`config.mk`:
```
export PLATFORM = sky130hd
export DESIGN_NAME = puf_resp_framer
export DESIGN_NICKNAME = d
export VERILOG_FILES = /design/src/rtl/puf_resp_framer.sv
export SDC_FILE = /design/constraint.sdc
export NUM_CORES = 1
export LEC_CHECK = 0
export ABC_CLOCK_PERIOD_IN_PS = 2600
export BUFFER_PORTS_ARGS = -buffer_cell sky130_fd_sc_hd__buf_2
export CAP_MARGIN = 10
export CORE_MARGIN = 4
export CORE_UTILIZATION = 54
export CTS_CLUSTER_DIAMETER = 50
export CTS_CLUSTER_SIZE = 40
export DETAILED_ROUTE_END_ITERATION = 8
export PLACE_DENSITY_LB_ADDON = 0.2
export SETUP_SLACK_MARGIN = 0.05
export SLEW_MARGIN = 20
export SYNTH_ARGS = -nofsm -noshare
export SYNTH_HDL_FRONTEND = slang
export SYNTH_SLANG_ARGS = --single-unit
```
`constraint.sdc`:
```
create_clock -name clk -period 2.6 [get_ports clk]
set_input_delay 0.52 -clock clk [delete_from_list [all_inputs] [get_ports clk]]
set_output_delay 0.52 -clock clk [all_outputs]
set_load 0.02 [all_outputs]
```
`src/rtl/puf_resp_framer.sv`:
```
// Frames a captured PUF response (header, challenge echo, response bytes) onto a byte valid/ready stream.
// Optional trailing XOR checksum byte when RESP_FRAMER_CHKSUM_EN is defined.
module puf_resp_framer #(
  parameter int unsigned RESP_W    = 128,
  parameter logic [7:0]  HDR_BYTE  = 8'hA5,
  parameter bit          MSB_FIRST = 1'b1
) (
  input  logic              clk,
  input  logic              rst_n,
  input  logic              resp_valid,
  input  logic [15:0]       challenge,
  input  logic [RESP_W-1:0] response,
  output logic [7:0]        tx_data,
  output logic              tx_valid,
  input  logic              tx_ready,
  output logic              busy,
  output logic              frame_done,
  output logic              overrun
);

  localparam int unsigned NB    = RESP_W / 8;
`ifdef RESP_FRAMER_CHKSUM_EN
  localparam int unsigned FLEN  = 4 + NB;
`else
  localparam int unsigned FLEN  = 3 + NB;
`endif
  localparam int unsigned CNT_W = $clog2(FLEN);
  localparam int unsigned SH_W  = RESP_W + 16;

  typedef enum logic {IDLE, SEND} state_t;

  state_t            state_q, state_d;
  logic              rv_q;
  logic [SH_W-1:0]   sh_q, sh_d;
  logic [CNT_W-1:0]  cnt_q, cnt_d;
  logic [7:0]        tx_data_q, tx_data_d;
  logic              tx_valid_q, tx_valid_d;
  logic              busy_q, busy_d;
  logic              frame_done_q, frame_done_d;
  logic              overrun_q, overrun_d;
`ifdef RESP_FRAMER_CHKSUM_EN
  logic [7:0]        chk_q, chk_d;
`endif

  logic              rise, hs, last, load;
  logic [RESP_W-1:0] resp_ord;

  // Reorder response so the first byte to send is always the top byte of the shifter
  generate
    if (MSB_FIRST) begin : g_msb
      assign resp_ord = response;
    end else begin : g_lsb
      for (genvar i = 0; i < NB; i++) begin : g_rev
        assign resp_ord[8*i +: 8] = response[RESP_W-8-8*i +: 8];
      end
    end
  endgenerate

  assign rise = resp_valid & ~rv_q;
  assign hs   = tx_valid_q & tx_ready;
  assign last = (cnt_q == CNT_W'(FLEN - 1));

  always_ff @(posedge clk or negedge rst_n) begin
    if (!rst_n) begin
      state_q      <= IDLE;
      rv_q         <= 1'b0;
      sh_q         <= '0;
      cnt_q        <= '0;
      tx_data_q    <= 8'h00;
      tx_valid_q   <= 1'b0;
      busy_q       <= 1'b0;
      frame_done_q <= 1'b0;
      overrun_q    <= 1'b0;
`ifdef RESP_FRAMER_CHKSUM_EN
      chk_q        <= 8'h00;
`endif
    end else begin
      state_q      <= state_d;
      rv_q         <= resp_valid;
      sh_q         <= sh_d;
      cnt_q        <= cnt_d;
      tx_data_q    <= tx_data_d;
      tx_valid_q   <= tx_valid_d;
      busy_q       <= busy_d;
      frame_done_q <= frame_done_d;
      overrun_q    <= overrun_d;
`ifdef RESP_FRAMER_CHKSUM_EN
      chk_q        <= chk_d;
`endif
    end
  end

  always_comb begin
    state_d      = state_q;
    sh_d         = sh_q;
    cnt_d        = cnt_q;
    tx_data_d    = tx_data_q;
    tx_valid_d   = tx_valid_q;
    busy_d       = busy_q;
    frame_done_d = 1'b0;
    overrun_d    = overrun_q;
`ifdef RESP_FRAMER_CHKSUM_EN
    chk_d        = chk_q;
`endif
    load         = 1'b0;

    case (state_q)
      IDLE: load = rise;
      SEND: begin
        if (hs && last) begin
          frame_done_d = 1'b1;
          // A rise coinciding with the final handshake chains straight into a new frame
          load         = rise;
          if (!rise) begin
            state_d    = IDLE;
            tx_valid_d = 1'b0;
            busy_d     = 1'b0;
          end
        end else begin
          if (rise) overrun_d = 1'b1;
          if (hs) begin
            cnt_d     = cnt_q + CNT_W'(1);
            tx_data_d = sh_q[SH_W-1 -: 8];
            sh_d      = sh_q << 8;
`ifdef RESP_FRAMER_CHKSUM_EN
            if (cnt_q != '0) chk_d = chk_q ^ tx_data_q;
            if (cnt_q == CNT_W'(FLEN - 2)) tx_data_d = chk_q ^ tx_data_q;
`endif
          end
        end
      end
      default: state_d = IDLE;
    endcase

    if (load) begin
      state_d    = SEND;
      sh_d       = {challenge, resp_ord};
      cnt_d      = '0;
      tx_data_d  = HDR_BYTE;
      tx_valid_d = 1'b1;
      busy_d     = 1'b1;
      overrun_d  = 1'b0;
`ifdef RESP_FRAMER_CHKSUM_EN
      chk_d      = 8'h00;
`endif
    end
  end

  assign tx_data    = tx_data_q;
  assign tx_valid   = tx_valid_q;
  assign busy       = busy_q;
  assign frame_done = frame_done_q;
  assign overrun    = overrun_q;

endmodule
```
Word level (Yosys, flattened, before mapping):

Cells that the tools add are included.

* logic and storage cells: 52
* input port bits: 148
* output and inout port bits: 12
* bits in registers: 162

* bitwise logic cells: 4
* $add $sub $neg: 1
* reduce and logical (&&, ||, !) cells: 8
* equal/unequal tests: 3
* mux-type cells: 28

Operator list (count)
* $mux W144: 4
* $mux W8: 4
* $mux W5: 4
* $mux W1: 15
* $reduce_and A3 Y1: 3
* $reduce_bool A2 Y1: 4
* $add A5 B1 Y5 const B: 1
* $eq A5 B5 Y1 const B: 1
* $and A1 B1 Y1: 2
* $ne A2 B1 Y1 const B: 1
* $ne A2 B2 Y1 const B: 1
* $not A1 Y1: 2
* $pmux W1 S2: 1
* $logic_and A1 B1 Y1: 1

Depth between registers and ports, before layout:

* depth in word-level cells: 6
* gate-level depth with buffers: 9
* mapped depth without buffers: 6

Least setup slack after synthesis:

Ideal clock, no wire load.

* path kind: register to register
* start point: reg cnt_q[0]
* end point: reg sh_q[76]
* clock period less this slack: 1.840 ns
* arrival: 1.717 ns
* setup slack: 0.760 ns
* stages on the path, launching flop included: 10
* path buffers: 3
* setup time: 0.123 ns
* required time: 2.477 ns
* cell sequence: dfrtp_1 inv_1 ha_1 and4bb_4 o21ai_4 and2_1 buf_6 buf_6 buf_6 o221a_1

* longest elaborated chain between the ends: 6
* elaborated cells between the ends (all ways): 9
* those cells by class: eq/ne: 2; mux: 3; reduce/logical: 4

RTL lines
* start, declared: line 35 `logic [CNT_W-1:0] cnt_q, cnt_d;`
* start signal, assigned: line 81 `cnt_q <= cnt_d;`
* $eq A5 B5 Y1 *: line 61 `assign last = (cnt_q == CNT_W'(FLEN - 1));`
* $logic_and A1 B1 Y1 *: line 110 `if (hs && last) begin`
* $mux W1: line 110
* $pmux W1 S2: line 107 `case (state_q)`
* $ne A2 B2 Y1 (no source line) or $reduce_bool A2 Y1 (tied branches)
* $reduce_and A3 Y1 (no source line)
* end signal, assigned: line 67 `sh_q <= '0;`
* end signal, assigned: line 80 `sh_q <= sh_d;`
* end, declared: line 34 `logic [SH_W-1:0] sh_q, sh_d;`

Every way passes the cells marked *; elsewhere a longest branch is shown, timed or not.
A chain may end at the register's enable or synchronous reset.

Worst setup path after layout:

* start point: reg cnt_q[0]
* end point: reg sh_q[23]

The elaborated chain is that of the path after synthesis.

==> metrics.md <==
| Metric | Value |
|---|---|
| Status | complete, no violations |
| Clock network power share | 0.249 |
| Max-slew headroom | 0.3679 |
| Die area | 15,410 um2 |
| Power per standard cell area | 1132 nW/um2 |
| Dpl hpwl | 12.33 mm |
| Worst clock skew | 6.427 ps |
| R2R Setup Slk | between 200 and 250 ps |
| Unique masters post-synth | 32 |
| Routed Antenna Nets | 0 |
| Int Power | 6.790 mW |
| Filler cell count | 1,061 |
| Setup crit end | sh_q[23] |
| MaxCap Viol Count | 0 |
| Hold Slack | 70.43 ps |
| Register area share after synthesis | 0.5565 |
| Crit-path max FO | 88 |
| Drt total wl | 18.97 mm |
| Max stage delay on crit path | 800 ps |
| Final core occ | 0.6622 |
| Cells along the critical path | inv_1 -> ha_1 -> and4bb_4 -> o21ai_4 -> and2_4 -> o221a_2 |
| Design area | 8770 um2 |
| Std-Cell Rows | between 40 and 50 |
| Critical Path Start | cnt_q[0] |
| Crit path max-delay family | simple AND/OR/NAND/NOR gates |
| Global-route met3 utilization | 0.05767 |
| Crit Path Class | reg -> reg |
| P_sw | 3.136 mW |
| Grt ovf | 0 |
| Clock sink total | 162 |
| Total CTS buffers | 17 |
| Final setup vio count | 0 |
| Die W | about 120 um |
| Clock root buffer | clkbuf_16 |
| R2r startpoint | cnt_q[0] |
| Async SR Flop Fraction | 1.000 |
| Pin count of the biggest net entering global routing | slightly below 90 |
| Sum Neg Setup Slack | 0 ps |
| CTS tree | built |
| Multi-input logic area | 2922 um2 |
| Via count | 5,826 |
| Initial Util | 0.5501 |
| Final Max Tran Viols | 0 |
| Syn nets | roughly 750 |
| Switching share of power | 0.3160 |
| Avg WL per Cell | 20.64 um |
| Clock transition at path regs | 60 ps |
| Vias/cell | ~6.3 |
| Reg2Reg Depth | 6 |
| VDD IR max | 0.5570 mV |
| Routability cong. | 0.8203 |
| Layout cell share with drive strength beyond 1 | 0.3892 |
| Placed cell area | 8175 um2 |
| Reg2Reg Capture Point | sh_q[23] |
| Met1 global-route usage | 0.3443 |
| CP endpoint kind | flop |
| Overall Power | 9.926 mW |
| Core box area | 13,240 um2 |
| Post-CTS Hold Fix Bufs | 0 |
| Seq pwr share | 0.425 |
| #FFs+latches synth | 162 |
| Remaining DRCs | 0 |
| Max frequency | 0.4217 GHz |
| Total GRT Usage | 0.2509 |
| Die Height | 124.1 um |
| Worst min-delay path class | in -> async |
| 1st-iter DRT viols | 631 |
| Final Hold Fails | 0 |
| Yosys Warn Count | 0 |
| Crit start category | flop |
| Antenna violations before repair | 3 |
| Vias in the first global route | about 5.9k |
| Clk buf depth | 2 |
| Depth of the CTS H-tree | 4 |
| Leakage | 3.850 nW |
| Syn Area/Cell | 12.12 um2 |
| Crit. path cell count | 6 |
| Port Buffers | 159 |
| Worst EP required | 2960 ps |
| GR Layer Usage met2 | 0.3929 |
| Period minus WS final | roughly 2400 ps |
| Total iterations of the first detailed-routing run | 5 |
| Post-CTS Resized | 0 |
| Area Overhead vs Synth | 20.39% |
| Final nets | about 880 |
| Slowest cell on crit path | and2_4 |
| Crit path DAT | around 2700 ps |
| Skew-Pair Late Insertion Delay | 420 ps |
| Comb pwr share | 0.326 |
| RSZ-0062 raised after global routing | false |
| GRT busiest layer | met2 |
| IO Count | 160 |
| Syn Inst Count | between 600 and 700 |
| FF/Latch Area | about 4100 um2 |
| Setup bufs post-CTS | 0 |
| EDFF count, synth | 0 |
| WP buf/inv | 1 |
| First-pass GRT wire length | 29.93 mm |
| Mapped cell area | 7284 um2 |
| Actual slew at the worst max-slew pin | 948.2 ps |
| Ys flop type | dfrtp_1 |
| Final Cycle Share | 0.9121 |
[placed cells by master, fill, tap and decap left out, types with 5 or more instances in the layout]
cell,Yosys,layout
clkbuf_16,0,17
buf_2,17,158
o221a_1,20,20
o221a_2,76,76
o21ai_0,11,11
or3_1,89,89
a32oi_1,5,5
mux2i_1,5,5
a21oi_1,5,5
nand2_1,23,22
and3_1,44,44
dfrtp_1,162,162
nor2_1,21,21
a221o_1,43,43
buf_4,1,12
o22ai_1,10,10
[registers in the layout, summed over array words and instances (netlist names)]
register and flops:
busy 1, frame_done 1, rv_q 1, cnt_q 5
state_q 1, overrun 1, tx_data 8, sh_q 144
[power by group through the flow]
stage / registers, mW / clock network [mW] / logic (mW)
2_1_floorplan: 4.08 / 0 / 2.53
3_3_place_gp: 4.19 / 0 / 3.10
3_5_place_dp: 4.23 / 0 / 3.25
4_1_cts: 4.21 / 2.51 / 3.26
5_1_grt: 4.33 / 2.62 / 3.55
6_report: 4.22 / 2.47 / 3.23
[area by class of cell]
cell class                 count  share of cell area
antenna                        3           0.0008560
clock buffer                  21             0.05479
clock inverter                 9             0.01213
inverter                       2           0.0008560
multi-input combinational    371              0.3331
sequential                   162              0.4623
tap                          176             0.02511
timing repair buffer         175              0.1109
[synthesized netlist by cell type, types with 6 or more instances]
cell type,count,share of area
clkbuf_1,42,0.022
dfrtp_1,162,0.56
nor2_1,21,0.011
o21ai_0,11,0.0076
and3_1,44,0.038
buf_2,17,0.012
o221a_1,20,0.031
buf_6,6,0.0093
o22ai_1,10,0.0086
o221a_2,76,0.12
nand2_1,23,0.012
or3_1,89,0.076
a221o_1,43,0.059
[worst min-delay path by stage]
stage,start,to,slack (ps)
2_1_floorplan,rst_n,busy,220
3_3_place_gp,overrun,overrun,480
3_5_place_dp,overrun,overrun,490
4_1_cts,rst_n,sh_q[68],90
5_1_grt,rst_n,sh_q[52],110
6_report,rst_n,sh_q[71],70
[routing by layer]
metal  wire (um)  vias to the layer above  part of all wire
li1            -                     2646                 -
met1        8274                     2949              0.44
met2        9151                      200              0.48
met3        1148                       31             0.061
met4         393                        0             0.021
met5           0                        -                 0
[stage by stage]
stage               setup slack (ps)  cells
floorplan                      759.6    601
global placement               356.2    886
detailed placement             272.4    886
CTS                            252.3    916
global route                   107.9    919
finish                         228.6    919
[cell families (layout without fill, tap and decap cells)]
logic type               after synthesis  in the layout  synth area share
multiplexers                           5              5          0.006871
AND/OR/NAND/NOR                      189            189            0.1489
adder cells (fa/ha/maj)                2              2          0.003435
buffers and inverters                 68            207           0.04466
flip-flops                           162            162            0.5565
XOR/XNOR                               2              2          0.002405
other                                  0              3                 0
AO/OA/AOI/OAI                        173            173            0.2372
No activity file was read; power rests on OpenSTA's default activity.
